==> src/rtl/popcount_pkg.sv <==
// Shared definitions for the multi-cycle population counter.
//   state_e     : engine FSM encoding (ST_IDLE, ST_COUNT, ST_DONE)
//   MODE_ONES   : in_mode value that counts ones
//   MODE_ZEROS  : in_mode value that counts zeros
//   clog2()     : ceil(log2(value)), usable in parameter expressions
package popcount_pkg;

    typedef enum logic [1:0] {
        ST_IDLE  = 2'd0,
        ST_COUNT = 2'd1,
        ST_DONE  = 2'd2
    } state_e;

    localparam logic MODE_ONES  = 1'b0;
    localparam logic MODE_ZEROS = 1'b1;

    function automatic int clog2(input int value);
        int r;
        r = 0;
        while ((1 << r) < value) begin
            r = r + 1;
        end
        return r;
    endfunction

endpackage

==> src/rtl/popcount_chunk.sv <==
// Combinational ones counter for one CHUNK-bit slice of the word.
// Ports:
//   bits_i : CHUNK-bit slice to count
//   sum_o  : number of ones in bits_i, clog2(CHUNK+1) bits
module popcount_chunk
    import popcount_pkg::*;
#(
    parameter  int CHUNK = 8,
    localparam int SUM_W = clog2(CHUNK + 1)
) (
    input  logic [CHUNK-1:0] bits_i,
    output logic [SUM_W-1:0] sum_o
);

    // Written as a chain; synthesis rebalances it into an adder tree.
    always_comb begin
        sum_o = '0;
        for (int i = 0; i < CHUNK; i++) begin
            sum_o = sum_o + SUM_W'(bits_i[i]);
        end
    end

endmodule

==> src/rtl/popcount_engine.sv <==
// Multi-cycle population counter: counts ones (or zeros) in a WIDTH-bit word,
// CHUNK bits per clock, with valid/ready handshakes on both sides.
// Ports:
//   clk, rst_n           : clock, asynchronous active-low reset
//   in_valid / in_ready  : input handshake (in_ready high only in IDLE)
//   in_data, in_mode     : word to count; mode 0 = ones, 1 = zeros
//   out_valid / out_ready: output handshake
//   out_count, out_parity: result and its LSB, held until the next result
//
// state    | meaning
// ---------+-------------------------------------------------------------
// ST_IDLE  | waiting for a word, in_ready=1
// ST_COUNT | consuming CHUNK bits per cycle, NCHK cycles
// ST_DONE  | result presented, waiting for out_ready
module popcount_engine
    import popcount_pkg::*;
#(
    parameter  int WIDTH = 32,
    parameter  int CHUNK = 8,
    localparam int CNT_W = clog2(WIDTH + 1)
) (
    input  logic             clk,
    input  logic             rst_n,
    input  logic             in_valid,
    output logic             in_ready,
    input  logic [WIDTH-1:0] in_data,
    input  logic             in_mode,
    output logic             out_valid,
    input  logic             out_ready,
    output logic [CNT_W-1:0] out_count,
    output logic             out_parity
);

    localparam int NCHK  = WIDTH / CHUNK;
    localparam int SUM_W = clog2(CHUNK + 1);
    localparam int IDX_W = clog2(NCHK + 1);

    state_e             state_q, state_d;
    logic [WIDTH-1:0]   shreg_q, shreg_d;
    logic [IDX_W-1:0]   idx_q, idx_d;
    logic [CNT_W-1:0]   acc_q, acc_d;
    logic [CNT_W-1:0]   cnt_q, cnt_d;
    logic [SUM_W-1:0]   chunk_sum;
    logic [CNT_W-1:0]   acc_next;

    popcount_chunk #(.CHUNK(CHUNK)) u_chunk (
        .bits_i (shreg_q[CHUNK-1:0]),
        .sum_o  (chunk_sum)
    );

    // acc never exceeds WIDTH, so CNT_W bits cannot wrap.
    assign acc_next = acc_q + CNT_W'(chunk_sum);

    always_comb begin
        state_d = state_q;
        shreg_d = shreg_q;
        idx_d   = idx_q;
        acc_d   = acc_q;
        cnt_d   = cnt_q;
        case (state_q)
            ST_IDLE: begin
                if (in_valid) begin
                    // Counting zeros is counting ones of the inverted word.
                    shreg_d = (in_mode == MODE_ZEROS) ? ~in_data : in_data;
                    acc_d   = '0;
                    idx_d   = '0;
                    state_d = ST_COUNT;
                end
            end
            ST_COUNT: begin
                acc_d   = acc_next;
                shreg_d = shreg_q >> CHUNK;
                idx_d   = idx_q + IDX_W'(1);
                if (idx_q == IDX_W'(NCHK - 1)) begin
                    cnt_d   = acc_next;
                    state_d = ST_DONE;
                end
            end
            ST_DONE: begin
                if (out_ready) begin
                    state_d = ST_IDLE;
                end
            end
            default: state_d = ST_IDLE;
        endcase
    end

    always_ff @(posedge clk or negedge rst_n) begin
        if (!rst_n) begin
            state_q <= ST_IDLE;
            shreg_q <= '0;
            idx_q   <= '0;
            acc_q   <= '0;
            cnt_q   <= '0;
        end else begin
            state_q <= state_d;
            shreg_q <= shreg_d;
            idx_q   <= idx_d;
            acc_q   <= acc_d;
            cnt_q   <= cnt_d;
        end
    end

    assign in_ready   = (state_q == ST_IDLE);
    assign out_valid  = (state_q == ST_DONE);
    assign out_count  = cnt_q;
    assign out_parity = cnt_q[0];

endmodule

==> config.mk <==
export PLATFORM = sky130hd
export DESIGN_NAME = popcount_engine
export DESIGN_NICKNAME = d
export VERILOG_FILES = /design/src/rtl/popcount_pkg.sv /design/src/rtl/popcount_chunk.sv /design/src/rtl/popcount_engine.sv
export SDC_FILE = /design/constraint.sdc
export NUM_CORES = 1
export LEC_CHECK = 0
export BUFFER_PORTS_ARGS = -buffer_cell sky130_fd_sc_hd__buf_4
export CORE_ASPECT_RATIO = 0.5
export CORE_UTILIZATION = 55
export CTS_CLUSTER_SIZE = 30
export DETAILED_ROUTE_END_ITERATION = 6
export PLACE_DENSITY = 0.78
export SETUP_SLACK_MARGIN = 0.4
export SLEW_MARGIN = 20
export SYNTH_ARGS = -nofsm -noshare
export SYNTH_HDL_FRONTEND = slang
export SYNTH_SLANG_ARGS = --single-unit
export TNS_END_PERCENT = 100
==> constraint.sdc <==
create_clock -name clk -period 5.4 [get_ports clk]
set_clock_uncertainty 0.2 [all_clocks]
set_input_delay 0.27 -clock clk [delete_from_list [all_inputs] [get_ports clk]]
set_output_delay 0.27 -clock clk [all_outputs]
set_load 0.01 [all_outputs]
==> results.py, run 1 <==
metrics = {
    "clock_tree": {
        "cts_max_level": 2,
        "path_clk_slew_ps": 90,
        "root_buffer": "clkbuf_8",
        "cts_buffers": 5,
        "clk_latency_ps": 300,
        "clk_path_buf_depth": 2,
        "cts_tree": "yes",
        "ctsResizeCount": 0,
        "clkSinkCount": 49,
    },
    "global_routing": {
        "grt_pass1_wl_um": 10500,
        "grt.overflow.total": 0,
        "grt_busiest_layer": "met2",
        "grt_usage_pct": 24.2,
        "grtUsageMet3_pct": 4.36,
        "grt.met1_usage_pct": 31.9,
        "use_met2_pct": 41.9,
        "grt_pass1_vias": 2175,
        "grt_max_degree": 50,
        "antenna_found_initial": 0,
    },
    "route": {
        "finalWirelength_um": 6200,
        "ant_nets": 0,
        "wire_per_inst_um": 14.8,
        "drc": 0,
        "firstDrtPassIters": 4,
        "vias_per_cell": 5.44,
        "vias": 2281,
        "drt_iter0_markers": 158,
    },
    "floorplanning": {
        "die_w_um": 106,
        "row_count": 18,
        "chipHeight_um": 53.8,
        "io_pins": 46,
        "start_util_pct": 58.6,
        "core_area_mm2": 0.00504,
        "die_area_mm2": 0.00569,
    },
    "worst_setup_path": {
        "arrival_ps": 4070,
        "cp_max_fo": 3,
        "endpoint_kind": "flop",
        "r2r_start": "shreg_q[1]",
        "worstSetupStartpoint": "shreg_q[1]",
        "start_kind": "flop",
        "required_ps": 5420,
        "crit_type": "flop to flop",
    },
    "yosys": {
        "yosysWarnings": 0,
        "ys.flop_type": "dfrtp_1",
        "syn_inst": 315,
        "yosysSeqAreaShare_pct": 41.5,
        "syn_area_mm2": 0.00296,
        "synthDistinctLibCells": 34,
        "synth_edf_count": 0,
        "async_reset_ff_share_pct": 100,
        "syn-num-nets": 366,
        "yosys_register_bits": 49,
        "syn_area_per_cell_um2": 9.38,
    },
    "placed_design": {
        "pre_cts_slack_ps": 1380,
        "hpwl_um": 4130,
        "finalWeightedCongestion": 0.769,
        "port_buffers": 45,
        "postPlaceCellArea_mm2": 0.00327,
    },
    "final_layout": {
        "insertedDiodeCount": 0,
        "synthToLayoutAreaGrowth_pct": 14.2,
        "final_nets": 400,
        "layout_common_cells": "49 x dfrtp_1, 49 x buf_4, 36 x o21ai_0",
        "design_area_mm2": 0.00337,
        "drive_gt1_share_pct": 17.2,
    },
    "sta": {
        "worst_pin_slew_ps": 907,
        "rsz0062_at_grt": "no",
        "final_max_slew_viol_count": 0,
        "period_minus_slack_ps": 4050,
        "finalHoldViolCount": 0,
        "setup_viol": 0,
        "slew_headroom_pct": 39.4,
        "setup_ws_ps": 1350,
        "finalSetupTns_ps": 0,
        "max_freq_mhz": 247,
        "timing.final.crit_share_pct": 75.0,
    },
    "power_and_ir_drop": {
        "p_per_area_mw_per_mm2": 572,
        "leakage_uw": 0.00159,
        "max-vdd-ir-drop_mv": 0.311,
    },
    "run": {
        "drv_cap": 0,
    },
    "worst_hold_path": {
        "min_path_type": "input port to flop",
        "hp-start": "in_data[29]",
    },
    "status": {
        "status": "completed",
    },
}
==> synthesized netlist by cell type, types with 2 or more instances <==
cell	number	area, um^2
nand2b_1	3	18.8
ha_1	9	113
mux2_2	2	22.5
xnor2_1	11	96.3
and2b_1	11	82.6
nor2_1	11	41.3
nor2b_1	16	100
o21ai_1	3	15.0
inv_1	19	71.3
buf_2	7	35.0
fa_1	5	100
buf_6	2	22.5
o22ai_1	3	18.8
xor2_1	26	228
nand2_1	23	86.3
dfrtp_1	49	1230
o21ai_0	36	180
a22oi_1	17	128
a22o_1	3	26.3
a21oi_1	34	170
buf_4	8	60.1
clkbuf_1	5	18.8
==> critical path, stage by stage, from the launching register on <==
cell,delay (ps)
dfrtp_1,410
ha_1,280
inv_1,50
fa_1,520
fa_1,440
fa_1,430
fa_1,490
fa_1,450
nand2b_1,170
a21oi_1,230
a21oi_1,110
a31oi_1,180
==> routing by layer <==
layer	part of all wire (%)	up-vias	wire length [um]
met3	3.4	7	211
li1	-	1125	-
met1	47	1101	2890
met2	49	48	3030
met4	1.2	0	73
met5	0	-	0
==> sequential cells by signal, indices dropped and copies added, names as in the netlist <==
name and cells:
out_count 6, shreg_q 32, state_q 2, idx_q 3
acc_q 6
==> repair_timing <==
action | in CTS | in global routing
hold buffers | 2 | 0
endpoints found under the hold margin | 50 | 0
buffers inserted | 0 | 0
==> through the flow <==
| stage | utilization, % | hold WS [ps] | power, uW | cells |
|---|---|---|---|---|
| after floorplan | - | -226 | 1440 | 315 |
| after global placement | 64.8 | 121 | 1630 | 410 |
| after detailed placement | 64.8 | 132 | 1720 | 410 |
| after CTS | 66.9 | 129 | 1940 | 419 |
| after global routing | 66.9 | 148 | 2100 | 419 |
| final | 66.9 | 131 | 1930 | 419 |
==> area by class of cell <==
| cell class | instances | area [um^2] |
|---|---|---|
| tap | 70 | 87.6 |
| inverter | 19 | 71.3 |
| fill | 418 | 1670 |
| multi-input combinational | 223 | 1520 |
| sequential | 49 | 1230 |
| clock buffer | 7 | 86.3 |
| timing repair buffer | 51 | 388 |
==> worst paths after layout <==
path / slack, ps / cells past startpoint / endpoint
max in group asynchronous: 4250 / 2 / out_count[2]
max reg2reg: 1350 / 11 / acc_q[4]
min: 130 / 4 / shreg_q[29]
min reg2reg: 280 / 2 / out_count[1]
min in group asynchronous: 320 / 2 / shreg_q[24]
max: 1350 / 11 / acc_q[4]
==> kinds of logic (layout without fill, tap and decap cells) <==
logic type	Yosys count	in the layout	share of synthesized area (%)
fa+ha+maj	14	14	7.20
mux	3	3	1.10
flops	49	49	41.5
buf+inv	43	77	7.32
compound gates	104	104	20.6
simple gates	65	65	11.3
xor+xnor	37	37	11.0
==> power by group <==
part,internal [uW],switching [uW]
Clock,102,122
Combinational,483,580
Sequential,519,125
Note: power is estimated with default switching activity, not from simulation.
==> run 2: changes to the inputs <==
--- a/config.mk
+++ b/config.mk
@@ -7,10 +7,10 @@
 export LEC_CHECK = 0
 export BUFFER_PORTS_ARGS = -buffer_cell sky130_fd_sc_hd__buf_4
 export CORE_ASPECT_RATIO = 0.5
-export CORE_UTILIZATION = 55
+export CORE_UTILIZATION = 51
 export CTS_CLUSTER_SIZE = 30
 export DETAILED_ROUTE_END_ITERATION = 6
-export PLACE_DENSITY = 0.78
+export PLACE_DENSITY = 0.76
 export SETUP_SLACK_MARGIN = 0.4
 export SLEW_MARGIN = 20
 export SYNTH_ARGS = -nofsm -noshare
==> constraint.sdc (replaced) <==
create_clock -name clk -period 3.6 [get_ports clk]
set_clock_uncertainty 0.2 [all_clocks]
set_input_delay 0.18 -clock clk [delete_from_list [all_inputs] [get_ports clk]]
set_output_delay 0.18 -clock clk [all_outputs]
set_load 0.01 [all_outputs]
==> run 2 against run 1 <==
Compared with the run above: the flow now finishes with violations (negative setup slack); core utilization is 1.9 points lower; register-to-register slack worse by 1600 ps; global-route usage is 2.1 points lower; worst hold slack worse by 71 ps; setup slack worse by 1600 ps; design area is 6.6% higher; die area is 7.6% higher; largest power group unchanged.
==> results.py, run 2 (synthesis results as in run 1) <==
metrics = {
    "route": {
        "firstDrtPassIters": 4,
        "drc": 0,
        "vias_per_cell": 5.40,
        "finalWirelength_um": 6310,
        "drt_iter0_markers": 203,
        "ant_nets": 0,
        "vias": 2329,
        "wire_per_inst_um": 14.6,
    },
    "power_and_ir_drop": {
        "clkPwrFrac_pct": 16.7,
        "leakage_uw": 0.00169,
        "intPower_uw": 2150,
        "p_comb_share_pct": 57.1,
        "p_per_area_mw_per_mm2": 994,
        "max-vdd-ir-drop_mv": 0.877,
        "switching_share_pct": 39.8,
        "switchingPower_uw": 1430,
        "power_frac_seq_pct": 26.2,
    },
    "worst_setup_path": {
        "reg2regPathDepth": 12,
        "critPathSlowestCell": "fa_1",
        "cp_num_buf_inv": 2,
        "arrival_ps": 3840,
        "cp_max_fo": 3,
        "start_kind": "flop",
        "endpoint_kind": "flop",
        "required_ps": 3550,
        "cp.depth": 12,
        "slowest_delay_ps": 490,
        "cp_common_cell": "fa_2",
        "crit_family": "adder cells",
        "crit_type": "flop to flop",
        "path_cells": "ha_1, inv_2, fa_1, fa_1, fa_2, fa_2, buf_4, fa_2, nand2b_4, a21oi_4, or2_0, a31oi_1",
    },
    "clock_tree": {
        "path_clk_slew_ps": 70,
        "cts_buffers": 5,
        "cts_tree": "yes",
        "root_buffer": "clkbuf_16",
        "clkSinkCount": 49,
        "clk_latency_ps": 290,
        "cts_max_level": 2,
        "clk_path_buf_depth": 2,
    },
    "run": {
        "drv_cap": 0,
    },
    "final_layout": {
        "layout_common_cells": "57 x buf_4, 49 x dfrtp_1, 35 x o21ai_0",
        "multiInputGateArea_mm2": 0.00157,
        "design_area_mm2": 0.00360,
        "top_register": "shreg_q",
        "largest_reg_flops": 32,
        "synthToLayoutAreaGrowth_pct": 21.8,
        "final_nets": 408,
        "drive_gt1_share_pct": 22.3,
        "insertedDiodeCount": 0,
        "stdcell_count": 431,
        "seq_area_mm2": 0.00123,
        "layout_commonest_cell": "buf_4",
        "fill_cells": 443,
    },
    "floorplanning": {
        "chipHeight_um": 55.8,
        "row_count": 19,
        "core_area_mm2": 0.00554,
        "die_w_um": 110,
        "start_util_pct": 53.4,
        "die_area_mm2": 0.00612,
        "io_pins": 46,
    },
    "sta": {
        "slew_headroom_pct": 50.5,
        "final_max_slew_viol_count": 0,
        "rsz0062_at_grt": "yes",
        "timing.final.crit_share_pct": 108,
        "finalSetupTns_ps": -1670,
        "finalHoldViolCount": 0,
        "worst_pin_slew_ps": 742,
        "max_freq_mhz": 257,
        "worst_hold_slack_ps": 60.3,
        "setup_viol": 8,
        "setup_ws_ps": -291,
        "period_minus_slack_ps": 3890,
    },
    "global_routing": {
        "grt_max_degree": 50,
        "grt_pass1_wl_um": 10500,
        "antenna_found_initial": 0,
        "grt_usage_pct": 22.1,
        "grt_pass1_vias": 2257,
        "grt.overflow.total": 0,
    },
    "placed_design": {
        "finalWeightedCongestion": 0.801,
        "dp.cells": 419,
        "hpwl_um": 4120,
        "port_buffers": 45,
        "postPlaceCellArea_mm2": 0.00333,
    },
    "status": {
        "violations": "negative setup slack",
        "status": "complete, but fails checks",
    },
    "worst_hold_path": {
        "min_path_type": "input port to flop",
        "whs_path_depth": 4,
    },
}
[run 2: layer usage]
layer	vias up	share of wire, %	track usage, %
met5	-	0	0
met2	45	47	34.5
met1	1139	48	30.7
met3	8	3.4	4.57
li1	1137	-	-
met4	0	1.4	7.43
[run 2: power by group through the flow]
stage / sequential (uW) / combinational [uW] / clock (uW)
after global routing: 960 / 2250 / 627
final: 936 / 2040 / 599
after global placement: 925 / 1680 / 0
after detailed placement: 938 / 1790 / 0
after floorplan: 906 / 1270 / 0
after CTS: 929 / 1930 / 603
[run 2: worst paths after layout]
| path | from | to | slack [ps] |
|---|---|---|---|
| setup / recovery | shreg_q[0] | acc_q[4] | -290 |
| hold / removal | in_data[8] | shreg_q[8] | 60 |
| setup reg to reg | shreg_q[0] | acc_q[4] | -290 |
| hold reg to reg | out_count[1] | out_count[1] | 280 |
| max in group asynchronous | rst_n | out_count[0] | 2530 |
| min in group asynchronous | rst_n | shreg_q[25] | 250 |
[run 2: stage by stage]
step,util (%),worst slack [ps],power (uW)
floorplan,-,-148,2180
detailed placement,60.0,-313,2730
CTS,64.5,-282,3470
global route,65.0,-376,3840
finish,65.0,-291,3580
global placement,60.0,-203,2600
[run 2: final cells by class]
class                   count  share of cell area [%]
clock buffers               5                    3.48
flip-flops and latches     49                    34.1
clock inverters             3                    1.81
inverters                  19                    1.98
well taps                  73                    2.54
multi-input cells         223                    43.7
repair buffers             59                    12.4
[run 2: worst min-delay path, cell delays in order]
cell,delay (ps)
buf_4,80
xor2_1,50
a21oi_1,120
o21ai_0,70
[run 2: repair_timing]
item / 4_1_cts / 5_1_grt
setup buffers: 2 / 0
gates resized for setup: 4 / 6
hold endpoints to repair: 50 / 0
pin swaps: 8 / 4
endpoints found under the setup margin: 10 / 10
hold buffers: 2 / 0
==> run 3: changes to the inputs <==
--- a/config.mk
+++ b/config.mk
@@ -5,12 +5,12 @@
 export SDC_FILE = /design/constraint.sdc
 export NUM_CORES = 1
 export LEC_CHECK = 0
-export BUFFER_PORTS_ARGS = -buffer_cell sky130_fd_sc_hd__buf_4
 export CORE_ASPECT_RATIO = 0.5
-export CORE_UTILIZATION = 51
+export CORE_UTILIZATION = 55
 export CTS_CLUSTER_SIZE = 30
 export DETAILED_ROUTE_END_ITERATION = 6
-export PLACE_DENSITY = 0.76
+export DONT_BUFFER_PORTS = 1
+export PLACE_DENSITY = 0.73
 export SETUP_SLACK_MARGIN = 0.4
 export SLEW_MARGIN = 20
 export SYNTH_ARGS = -nofsm -noshare
==> run 3 against run 2 <==
Compared with the run above: the run ends with negative hold slack, negative setup slack left; flip-flop and latch count is the same; cell count grew 0.70%; die area shrank 7.1%; largest cell class unchanged.
==> results.py, run 3 (synthesis results as in run 1) <==
metrics = {
    "final_layout": {
        "layout_common_cells": "53 x dlygate4sd3_1, 49 x dfrtp_1, 35 x o21ai_0",
        "largest_reg_flops": 32,
        "final_nets": 414,
        "top_register": "shreg_q",
        "layout_commonest_cell": "dlygate4sd3_1",
        "design_area_mm2": 0.00371,
        "stdcell_count": 434,
        "fill_cells": 350,
        "synthToLayoutAreaGrowth_pct": 25.4,
        "drive_gt1_share_pct": 9.07,
        "insertedDiodeCount": 0,
    },
    "power_and_ir_drop": {
        "switching_share_pct": 41.3,
        "p_per_area_mw_per_mm2": 885,
        "power_frac_seq_pct": 28.9,
        "switchingPower_uw": 1350,
        "leakage_uw": 0.00166,
        "clkPwrFrac_pct": 12.9,
        "max-vdd-ir-drop_mv": 0.624,
        "intPower_uw": 1930,
        "p_comb_share_pct": 58.2,
    },
    "floorplanning": {
        "die_w_um": 106,
        "chipHeight_um": 53.8,
        "io_pins": 46,
        "row_count": 18,
        "start_util_pct": 58.6,
        "die_area_mm2": 0.00569,
        "core_area_mm2": 0.00504,
    },
    "worst_setup_path": {
        "required_ps": 3600,
        "reg2regPathDepth": 12,
        "crit_family": "adder cells",
        "start_kind": "flop",
        "r2r_slack_ps": -300,
        "path_cells": "ha_1, inv_2, fa_1, fa_1, fa_2, fa_1, inv_1, ha_1, a211o_1, o21ai_2, xnor2_2, mux2_2",
        "timing.rr.end": "out_count[3]",
        "endpoint_kind": "flop",
        "r2r_start": "shreg_q[0]",
        "cp_common_cell": "fa_1",
        "worstSetupStartpoint": "shreg_q[0]",
        "cp_max_fo": 2,
        "arrival_ps": 3900,
        "critPathSlowestCell": "fa_1",
        "cp_num_buf_inv": 2,
        "cp.depth": 12,
        "slowest_delay_ps": 510,
        "crit_type": "flop to flop",
        "crit_end": "out_count[3]",
    },
    "sta": {
        "finalHoldViolCount": 2,
        "setup_ws_ps": -304,
        "rsz0062_at_grt": "yes",
        "timing.final.crit_share_pct": 108,
        "worst_hold_slack_ps": -2.58,
        "slew_headroom_pct": 56.5,
        "period_minus_slack_ps": 3900,
        "finalSetupTns_ps": -1840,
        "setup_viol": 8,
        "worst_pin_slew_ps": 650,
        "final_max_slew_viol_count": 0,
        "max_freq_mhz": 256,
    },
    "placed_design": {
        "pre_cts_slack_ps": -317,
        "postPlaceCellArea_mm2": 0.00298,
        "hpwl_um": 3950,
        "dp.cells": 371,
        "port_buffers": 0,
        "finalWeightedCongestion": 0.787,
    },
    "worst_hold_path": {
        "min_path_type": "input port to flop",
    },
    "global_routing": {
        "grt_pass1_vias": 2486,
        "grt_pass1_wl_um": 11300,
        "grt_usage_pct": 26.4,
        "grt_max_degree": 50,
        "grt.overflow.total": 0,
        "antenna_found_initial": 0,
    },
    "route": {
        "drt_iter0_markers": 129,
        "firstDrtPassIters": 4,
        "vias": 2388,
        "vias_per_cell": 5.50,
        "ant_nets": 0,
        "drc": 0,
        "wire_per_inst_um": 15.8,
        "finalWirelength_um": 6860,
    },
    "clock_tree": {
        "clk_latency_ps": 310,
        "clkSinkCount": 49,
        "path_clk_slew_ps": 90,
        "cts_max_level": 2,
        "cts_tree": "yes",
        "clk_path_buf_depth": 2,
        "cts_buffers": 5,
        "root_buffer": "clkbuf_8",
    },
    "run": {
        "drv_cap": 0,
    },
    "status": {
        "violations": "negative hold slack, negative setup slack",
        "status": "complete, but fails checks",
    },
}
## run 3: cell count changes in the layout (fill, tap and decap cells not counted), moves of 5 or more
cell,change
dlygate4sd3_1,+51
buf_4,-46
clkbuf_8,+6
clkbuf_16,-5
## run 3: layer usage
| metal | vias to the layer above | part of all wire (%) | routed length [um] | GRT usage, % |
|---|---|---|---|---|
| met4 | 0 | 2.4 | 165 | 11.6 |
| met1 | 1141 | 42 | 2910 | 30.2 |
| met2 | 73 | 51 | 3490 | 49.1 |
| li1 | 1153 | - | - | - |
| met3 | 21 | 4.2 | 289 | 6.42 |
| met5 | - | 0 | 0 | 0 |
## run 3: cell type report
type	count	area, um^2	area share (%)
well taps	70	87.6	2.36
clock inverters	2	37.5	1.01
inverters	19	71.3	1.92
multi-input cells	223	1560	42.1
clock buffers	6	82.6	2.23
flip-flops and latches	49	1230	33.1
repair buffers	65	641	17.3
## run 3: stage by stage
stage | util (%) | total power, uW | hold WS, ps
floorplan | - | 2180 | -316
global placement | 59.2 | 2500 | -315
detailed placement | 59.2 | 2610 | -315
CTS | 73.2 | 3200 | 2.70
global route | 73.5 | 3590 | 26.7
finish | 73.5 | 3280 | -2.58
## run 3: power by group through the flow
stage          registers (uW)  clock network [uW]  logic [uW]
3_5_place_dp              957                   0        1650
5_1_grt                   977                 446        2170
6_report                  949                 423        1910
4_1_cts                   943                 427        1830
2_1_floorplan             906                   0        1270
3_3_place_gp              944                   0        1550
## run 3: worst min-delay path by stage
stage	from	end	depth (start not counted)
after floorplan	rst_n	acc_q[0]	0
after global placement	rst_n	out_count[4]	0
after detailed placement	rst_n	out_count[4]	0
after CTS	in_mode	shreg_q[14]	3
after global routing	in_mode	shreg_q[14]	3
final	in_data[6]	shreg_q[6]	4
## run 3: repair_timing
| item | 4_1_cts | 5_1_grt |
|---|---|---|
| hold endpoints to repair | 77 | 0 |
| setup buffers | 1 | 0 |
| pin swaps | 3 | 3 |
| resized for setup | 5 | 2 |
| endpoints found under the setup margin | 10 | 10 |
| hold buffers | 54 | 0 |
| cloned | 0 | 0 |
## run 3: worst reg2reg max path, cell delays in order, from the launching register on
cell	delay [ps]
dfrtp_1	390
ha_1	290
inv_2	40
fa_1	500
fa_1	440
fa_2	370
fa_1	510
inv_1	50
ha_1	270
a211o_1	310
o21ai_2	90
xnor2_2	80
mux2_2	260
